==> src/rtl/shared_mem_rr_arbiter.sv <==
// shared_mem_rr_arbiter
//   Round-robin arbiter in front of the single-ported shared data memory.
//   Grant is combinational in the request cycle. A winning core may hold the
//   memory for up to MAX_BURST back-to-back cycles while others wait, and
//   indefinitely while nobody else requests.
//
// Ports
//   clk            system clock, all state on rising edge
//   reset          synchronous, active-high
//   req_addr       core i address at [32*i +: 32]
//   req_wdata      core i store data at [DATA_W*i +: DATA_W]
//   req_rd         per-core load strobe
//   req_wd         per-core store strobe
//   req_sbit       per-core "address targets the shared region"
//   grant          one-hot owner of the memory this cycle
//   stall          core requests but is not granted; it must hold its request
//   mem_addr       zero-extended low ADDR_W bits of the owner's address
//   mem_wdata      owner store data
//   mem_rd         owner load strobe
//   mem_wd         owner store strobe
//   shared_access  |req_sbit, selects shared/local read data
//
// state   | meaning
// --------+--------------------------------------------------------------
// S_IDLE  | no owner; next scan starts at rr_ptr
// S_OWNED | owner held memory last cycle; burst_cnt counts its grants

module shared_mem_rr_arbiter #(
    parameter int NUM_CORES = 4,
    parameter int ADDR_W    = 7,
    parameter int DATA_W    = 32,
    parameter int MAX_BURST = 2
) (
    input  logic                        clk,
    input  logic                        reset,
    input  logic [NUM_CORES*32-1:0]     req_addr,
    input  logic [NUM_CORES*DATA_W-1:0] req_wdata,
    input  logic [NUM_CORES-1:0]        req_rd,
    input  logic [NUM_CORES-1:0]        req_wd,
    input  logic [NUM_CORES-1:0]        req_sbit,
    output logic [NUM_CORES-1:0]        grant,
    output logic [NUM_CORES-1:0]        stall,
    output logic [31:0]                 mem_addr,
    output logic [DATA_W-1:0]           mem_wdata,
    output logic                        mem_rd,
    output logic                        mem_wd,
    output logic                        shared_access
);

    localparam int IDX_W = (NUM_CORES > 1) ? $clog2(NUM_CORES) : 1;
    localparam int CNT_W = $clog2(MAX_BURST + 1);
    localparam logic [IDX_W-1:0] LAST_IDX  = IDX_W'(NUM_CORES - 1);
    localparam logic [CNT_W-1:0] BURST_MAX = CNT_W'(MAX_BURST);
    localparam logic [CNT_W-1:0] CNT_ONE   = CNT_W'(1);

    typedef enum logic {
        S_IDLE,
        S_OWNED
    } state_t;

    state_t               state;
    logic [IDX_W-1:0]     owner;
    logic [IDX_W-1:0]     rr_ptr;
    logic [CNT_W-1:0]     burst_cnt;

    logic [NUM_CORES-1:0] req;
    logic                 hold;
    logic                 win_valid;
    logic [IDX_W-1:0]     win_idx;
    logic [IDX_W-1:0]     cand;

    // Explicit compare instead of modulo so non-power-of-2 core counts wrap correctly.
    function automatic logic [IDX_W-1:0] next_idx(input logic [IDX_W-1:0] i);
        return (i == LAST_IDX) ? '0 : i + 1'b1;
    endfunction

    assign req = req_sbit & (req_rd | req_wd);

    // Winner search. When the owner's burst is exhausted the scan starts
    // just past it, so it only wins again if nobody else is asking.
    always_comb begin
        hold      = (state == S_OWNED) && req[owner] && (burst_cnt < BURST_MAX);
        win_valid = 1'b0;
        win_idx   = owner;
        cand      = (state == S_OWNED) ? next_idx(owner) : rr_ptr;
        if (hold) begin
            win_valid = 1'b1;
        end else begin
            for (int k = 0; k < NUM_CORES; k++) begin
                if (!win_valid && req[cand]) begin
                    win_valid = 1'b1;
                    win_idx   = cand;
                end
                cand = next_idx(cand);
            end
        end
    end

    assign grant         = (win_valid && !reset) ? (NUM_CORES'(1) << win_idx) : '0;
    assign stall         = req & ~grant;
    assign shared_access = |req_sbit;

    // Grant is one-hot or zero, so an OR-style mux leaves all-zero when nobody owns.
    always_comb begin
        mem_addr  = '0;
        mem_wdata = '0;
        mem_rd    = 1'b0;
        mem_wd    = 1'b0;
        for (int i = 0; i < NUM_CORES; i++) begin
            if (grant[i]) begin
                mem_addr  = 32'(req_addr[32*i +: ADDR_W]);
                mem_wdata = req_wdata[DATA_W*i +: DATA_W];
                mem_rd    = req_rd[i];
                mem_wd    = req_wd[i];
            end
        end
    end

    always_ff @(posedge clk) begin
        if (reset) begin
            state     <= S_IDLE;
            owner     <= '0;
            rr_ptr    <= '0;
            burst_cnt <= '0;
        end else if (win_valid) begin
            if (state == S_OWNED && win_idx == owner) begin
                // Not holding here means a sole requester past its burst: restart count.
                burst_cnt <= hold ? burst_cnt + 1'b1 : CNT_ONE;
            end else begin
                state     <= S_OWNED;
                owner     <= win_idx;
                burst_cnt <= CNT_ONE;
            end
        end else begin
            state  <= S_IDLE;
            rr_ptr <= next_idx(owner);
        end
    end

endmodule

==> config.mk <==
export PLATFORM = sky130hd
export DESIGN_NAME = shared_mem_rr_arbiter
export DESIGN_NICKNAME = d
export VERILOG_FILES = /design/src/rtl/shared_mem_rr_arbiter.sv
export SDC_FILE = /design/constraint.sdc
export NUM_CORES = 1
export LEC_CHECK = 0
export ABC_CLOCK_PERIOD_IN_PS = 6950
export CORE_AREA = 2 2 133 135
export CTS_CLUSTER_DIAMETER = 30
export DETAILED_ROUTE_END_ITERATION = 12
export DIE_AREA = 0 0 135 137
export PLACE_DENSITY_LB_ADDON = 0.2
export SLEW_MARGIN = 20
export SYNTH_ARGS = -nofsm -noshare
export SYNTH_HDL_FRONTEND = slang
export SYNTH_SLANG_ARGS = --single-unit
==> constraint.sdc <==
create_clock -name clk -period 6.95 [get_ports clk]
set_clock_uncertainty 0.2 [all_clocks]
set_input_delay 1.0425 -clock clk [delete_from_list [all_inputs] [get_ports clk]]
set_output_delay 1.0425 -clock clk [all_outputs]
set_load 0.03 [all_outputs]
# After elaboration in Yosys (flattened, before gate mapping)
# Cells that the tools add are included.
# totals
elab_cells,88
latch_bits,0
regBits,7
romBits,0
n_memories,0
ram_bits,0
inputBits,270
out_inout_bits,75
# classes
bitwise_logic,6
order_cmp,6
mul,0
div,0
add_sub_neg,5
reduce_logical,14
n_shift,1
eq_ne,5
n_mux,47
# ops
operator,count
2-to-1 mux 32 bit,7
2-to-1 mux 2 bit,12
2-to-1 mux 1 bit,21
less-than comparator 2 x 3 -> 1 bit (second input constant),5
adder 2 x 1 -> 2 bit (second input constant),5
binary-select mux 1 bit (select 2 bit),5
AND 4 bit,2
equality test 2 bit (second input constant),4
logical AND 1 bit,7
2-to-1 mux 7 bit,1
logical NOT 1 bit,4
2-to-1 mux 4 bit,1
inverter 4 bit,1
bitwise OR 4 bit,1
OR reduction 4 bit,1
left shift 1 x 2 -> 4 bit (first input constant),1
equality test 2 bit,1
less-than comparator 2 bit (second input constant),1
inverter 1 bit,2
AND reduction 2 bit,1
OR reduction 2 bit,1

# Logic depth before layout (Yosys ltp)
# logic_depth
depth_word,25
mapped_depth,11

# Worst setup path before layout
# No wires, ideal clock.
# synth_timing
path_kind,in2out
startpoint,input req_wd[0]
endpoint,output mem_addr[0]
arrival_ns,3.325
path_slack_ns,2.382
stages,10
required_ns,5.707
n_path_buf,3
path_cell_list,o21a_1 clkbuf_1 a21oi_1 o2111ai_1 a2111oi_4 nor4b_1 a21bo_2 buf_2 buf_4 o22ai_1
# synth_via
elab_chain_cells,24
word_cells_on_any_way,40
classes_between,shift (1); mux (28); bitwise (2); reduce/logical (9)
# synth_rtl
element,line,text
start: declaration,39,"input logic [NUM_CORES-1:0] req_wd,"
bitwise OR 4 bit *,77,assign req = req_sbit & (req_rd | req_wd);
AND 4 bit *,77,
binary-select mux 1 bit (select 2 bit),90,if (!win_valid && req[cand]) begin
2-to-1 mux 1 bit (implied by the code),90,
2-to-1 mux 1 bit,90,
2-to-1 mux 1 bit,86,if (hold) begin
logical NOT 1 bit,90,
logical AND 1 bit,90,
[... 7 more ...],--,
logical AND 1 bit,90,
2-to-1 mux 2 bit / 2-to-1 mux 1 bit (equally long branches),90,
2-to-1 mux 2 bit / 2-to-1 mux 1 bit (equally long branches),86,
left shift 1 x 2 -> 4 bit / logical AND 1 bit (equally long branches),99,assign grant = (win_valid && !reset) ? (NUM_CORES'(1) << win_idx) : '0;
2-to-1 mux 4 bit *,99,
2-to-1 mux 7 bit,110,if (grant[i]) begin
2-to-1 mux 32 bit (2 in series),110,
2-to-1 mux 32 bit *,110,
end: declaration,43,"output logic [31:0] mem_addr,"
# Mark *: on every way between the ends. The rest lies on a longest branch, timed or not. The select of a mux whose other input is x is not followed.

# Final worst setup path
# layout_timing
startpoint,input req_wd[2]
endpoint,output mem_wdata[0]
# layout_via
elab_chain_cells,24
word_cells_on_any_way,40
classes_between,shift (1); mux (28); bitwise (2); reduce/logical (9)
# layout_rtl
element,line,text
bitwise OR 4 bit *,77,
AND 4 bit *,77,
binary-select mux 1 bit (select 2 bit),90,
2-to-1 mux 1 bit (implied by the code),90,
2-to-1 mux 1 bit,90,
2-to-1 mux 1 bit,86,
logical NOT 1 bit,90,
logical AND 1 bit,90,
[... 6 more ...],--,
logical NOT 1 bit,90,
logical AND 1 bit,90,
2-to-1 mux 2 bit / 2-to-1 mux 1 bit (equally long branches),90,
2-to-1 mux 2 bit / 2-to-1 mux 1 bit (equally long branches),86,
left shift 1 x 2 -> 4 bit / logical AND 1 bit (equally long branches),99,
2-to-1 mux 4 bit *,99,
2-to-1 mux 32 bit (3 in series),110,
2-to-1 mux 32 bit *,110,
end: declaration,44,"output logic [DATA_W-1:0] mem_wdata,"
# Marks and branches as above.

==> impl_metrics.yaml <==
outcome:
  outcome: "finished clean"
floorplanning:
  initial_core_util_pct: 13.3
  io_pins: 345
  core_area_um2: 17100
  dieArea_um2: 18500
  die_w_um: 135
  num_rows: 48
  die_height_um: 137
clock_tree:
  clock_latency_ns: 0.23
  cts_inserted_buffers: 3
  cts_max_level: 1
  cts_tree: "yes"
  cts_setup_buffers: 0
  clkTransAtPathRegs_ns: 0.03
  cts_root_buffer: "clkbuf_16"
  cts-resized-gates: 0
  clkSinkCount: 7
  holdBufCountCts: 0
  cts_buffer_depth: 2
logic_synthesis:
  synth_seq_cells: 7
  yosysWarnings: 0
  synthCells: 286
  async_reset_ff_share_pct: 0
  synth_ff_type: "dfxtp_1"
  synth_area_um2: 2270
  synth_edf_count: 0
  synth_top_cell_by_area: "mux2i_1"
  yosys-top-cells-count: "85 x mux2i_1, 41 x o22ai_1, 31 x buf_4, 18 x nor2_1, 12 x a21oi_1"
  ys_top_cells_by_area: "mux2i_1 38%, o22ai_1 11%, buf_4 10%"
  yosysUniqueCellTypes: 50
  ys_seq_area_share_pct: 6.18
  yosysMostFrequentCell: "mux2i_1"
  avgSynthCellArea_um2: 7.93
  synth_top_area_share_pct: 37.5
route:
  routed_wl_mm: 11.7
  initialDrtViolationCount: 91
  firstDrtPassIters: 4
  vias: 3005
  vias_per_cell: 4.20
  drcViolationCount: 0
  wl_per_cell_um: 16.4
  postRouteAntennaNets: 0
placed_design:
  dp_hpwl_mm: 9.54
  portBuffers: 219
  place_congestion: 0.913
  place_area_um2: 4570
  dp_cells: 711
global_routing:
  grt.overflow.total: 0
  grt_max_degree: 44
  grt_usage_pct: 11.1
  grt_pass1_wl_mm: 16.4
  antenna_found_initial: 0
  grt_pass1_vias: 2878
power_and_ir_drop:
  p_sw_mw: 0.896
  max-vdd-ir-drop_mv: 0.264
  pwr-share-seq_pct: 4.2
  powerDensity_nw_per_um2: 360
  power_frac_clock_pct: 5.8
  power_frac_comb_pct: 90.0
  fin_total_pwr_mw: 1.67
  p_int_mw: 0.777
  netSwitchingFraction_pct: 53.6
  power_leakage_nw: 1.63
run:
  cap_violations: 0
critical_path:
  worst-path-buf-inv: 3
  path_class: "in -> out"
  cp-start-kind: "input pin"
  path_depth: 10
  critical_path.cell_chain: "clkdlybuf4s50_1, o21a_1, a22oi_1, o21ai_0, a2111oi_4, nor4_1, a21oi_4, buf_4, o22ai_1, clkdlybuf4s50_1"
  crit_fanout: 43
  crit_family: "compound AO/OA/AOI/OAI gates"
  cp.required_ns: 5.71
  cp_slowest_stage_delay_ns: 0.68
  cp-end-kind: "output port"
  crit_path_top_delay_cell: "a2111oi_4"
  worst-r2r-cell-count: 7
  cpMostUsedCell: "clkdlybuf4s50_1"
  arrival_ns: 4.93
final_layout:
  fillCellCount: 1836
  antenna_cells: 0
  fin_cells: 715
  layout.nets: 762
  layout-drive-gt1-share_pct: 3.27
  multi_input_area_um2: 1880
  fin_area_um2: 4640
  regArea_um2: 140
  syn_to_final_growth_pct: 105
timing:
  slew_headroom_pct: 52.1
  worstMarginPinSlew_ns: 0.711
  min_period_over_period_pct: 88.8
  fin_crit_ns: 6.17
  tns_ns: 0
  hold_violations: 0
  slew_viol_final: 0
  setup_viol: 0
  holdWs_ns: 0.262
  rsz0062_at_grt: "no"
  fmax_ghz: 0.162
worst_hold_path:
  min_path_type: "reg -> reg"
  min_delay_path_depth: 2
==> sequential cells by signal (all words and copies together) (netlist names) <==
name / count
burst_cnt: 2
owner: 2
rr_ptr: 2
state: 1
==> power by group through the flow <==
stage | Combinational, mW | Sequential (mW) | Clock (mW)
floorplan | 1.01 | 0.0608 | 0
global route | 1.60 | 0.0731 | 0.0999
detailed placement | 1.52 | 0.0706 | 0
global placement | 1.51 | 0.0709 | 0
finish | 1.51 | 0.0703 | 0.0963
CTS | 1.52 | 0.0699 | 0.0984
==> worst reg2reg max path, stage by stage (launching register included) <==
cell and delay, ns:
dfxtp_1 0.56, ha_1 0.36, mux2_2 0.37, a211oi_2 0.34
o2111ai_1 0.26, a2111oi_4 0.67, mux2i_1 0.26, nor2_1 0.05
==> routing by layer <==
metal / routed length (µm) / vias up / track usage [%] / part of all wire, %
met2: 5980 / 140 / 21.3 / 51
met5: 0 / - / 0 / 0
li1: - / 1477 / - / -
met1: 4610 / 1384 / 13.0 / 39
met4: 59 / 0 / 0.868 / 0.50
met3: 1070 / 4 / 2.63 / 9.1
==> stage by stage <==
| stage | utilization (%) | setup slack (ns) |
|---|---|---|
| final | 27.2 | 0.781 |
| after global routing | 27.2 | 0.452 |
| after CTS | 27.2 | 0.760 |
| after detailed placement | 26.8 | 0.796 |
| after global placement | 26.8 | 0.746 |
| after floorplan | - | 2.38 |
==> placed cells by master, fill, tap and decap left out, types with 3 or more instances in the layout <==
cell	instances
nand2_1	10
clkbuf_16	3
nor2_1	18
conb_1	25
buf_4	3
a21oi_1	11
o21ai_0	5
clkdlybuf4s50_1	219
a31oi_1	4
o211ai_1	6
dfxtp_1	7
o21a_1	4
a211oi_1	3
mux2i_1	85
o22ai_1	41
==> path summary, 6_finish.rpt <==
kind | slack [ns] | from | end
setup reg to reg | 3.75 | owner[0] | rr_ptr[0]
hold / removal | 0.26 | burst_cnt[0] | burst_cnt[0]
setup / recovery | 0.78 | req_wd[2] | mem_wdata[0]
hold reg to reg | 0.26 | burst_cnt[0] | burst_cnt[0]
==> cells by family after synthesis <==
logic type	after synthesis	share of synthesized area (%)
AOI/OAI and AO/OA	93	28.4
muxes	86	38.0
buffers and inverters	51	15.5
and+or+nand+nor	47	11.3
DFF	7	6.18
adders and majority gates	1	0.551
other	1	0.165
==> cell type report <==
type	instances	share of cell area, %
timing repair buffer	224	48.5
sequential	7	3.02
inverter	3	0.242
multi-input combinational	252	40.4
clock buffer	4	1.70
tap	225	6.06
No activity file was read; power rests on OpenSTA's default activity.
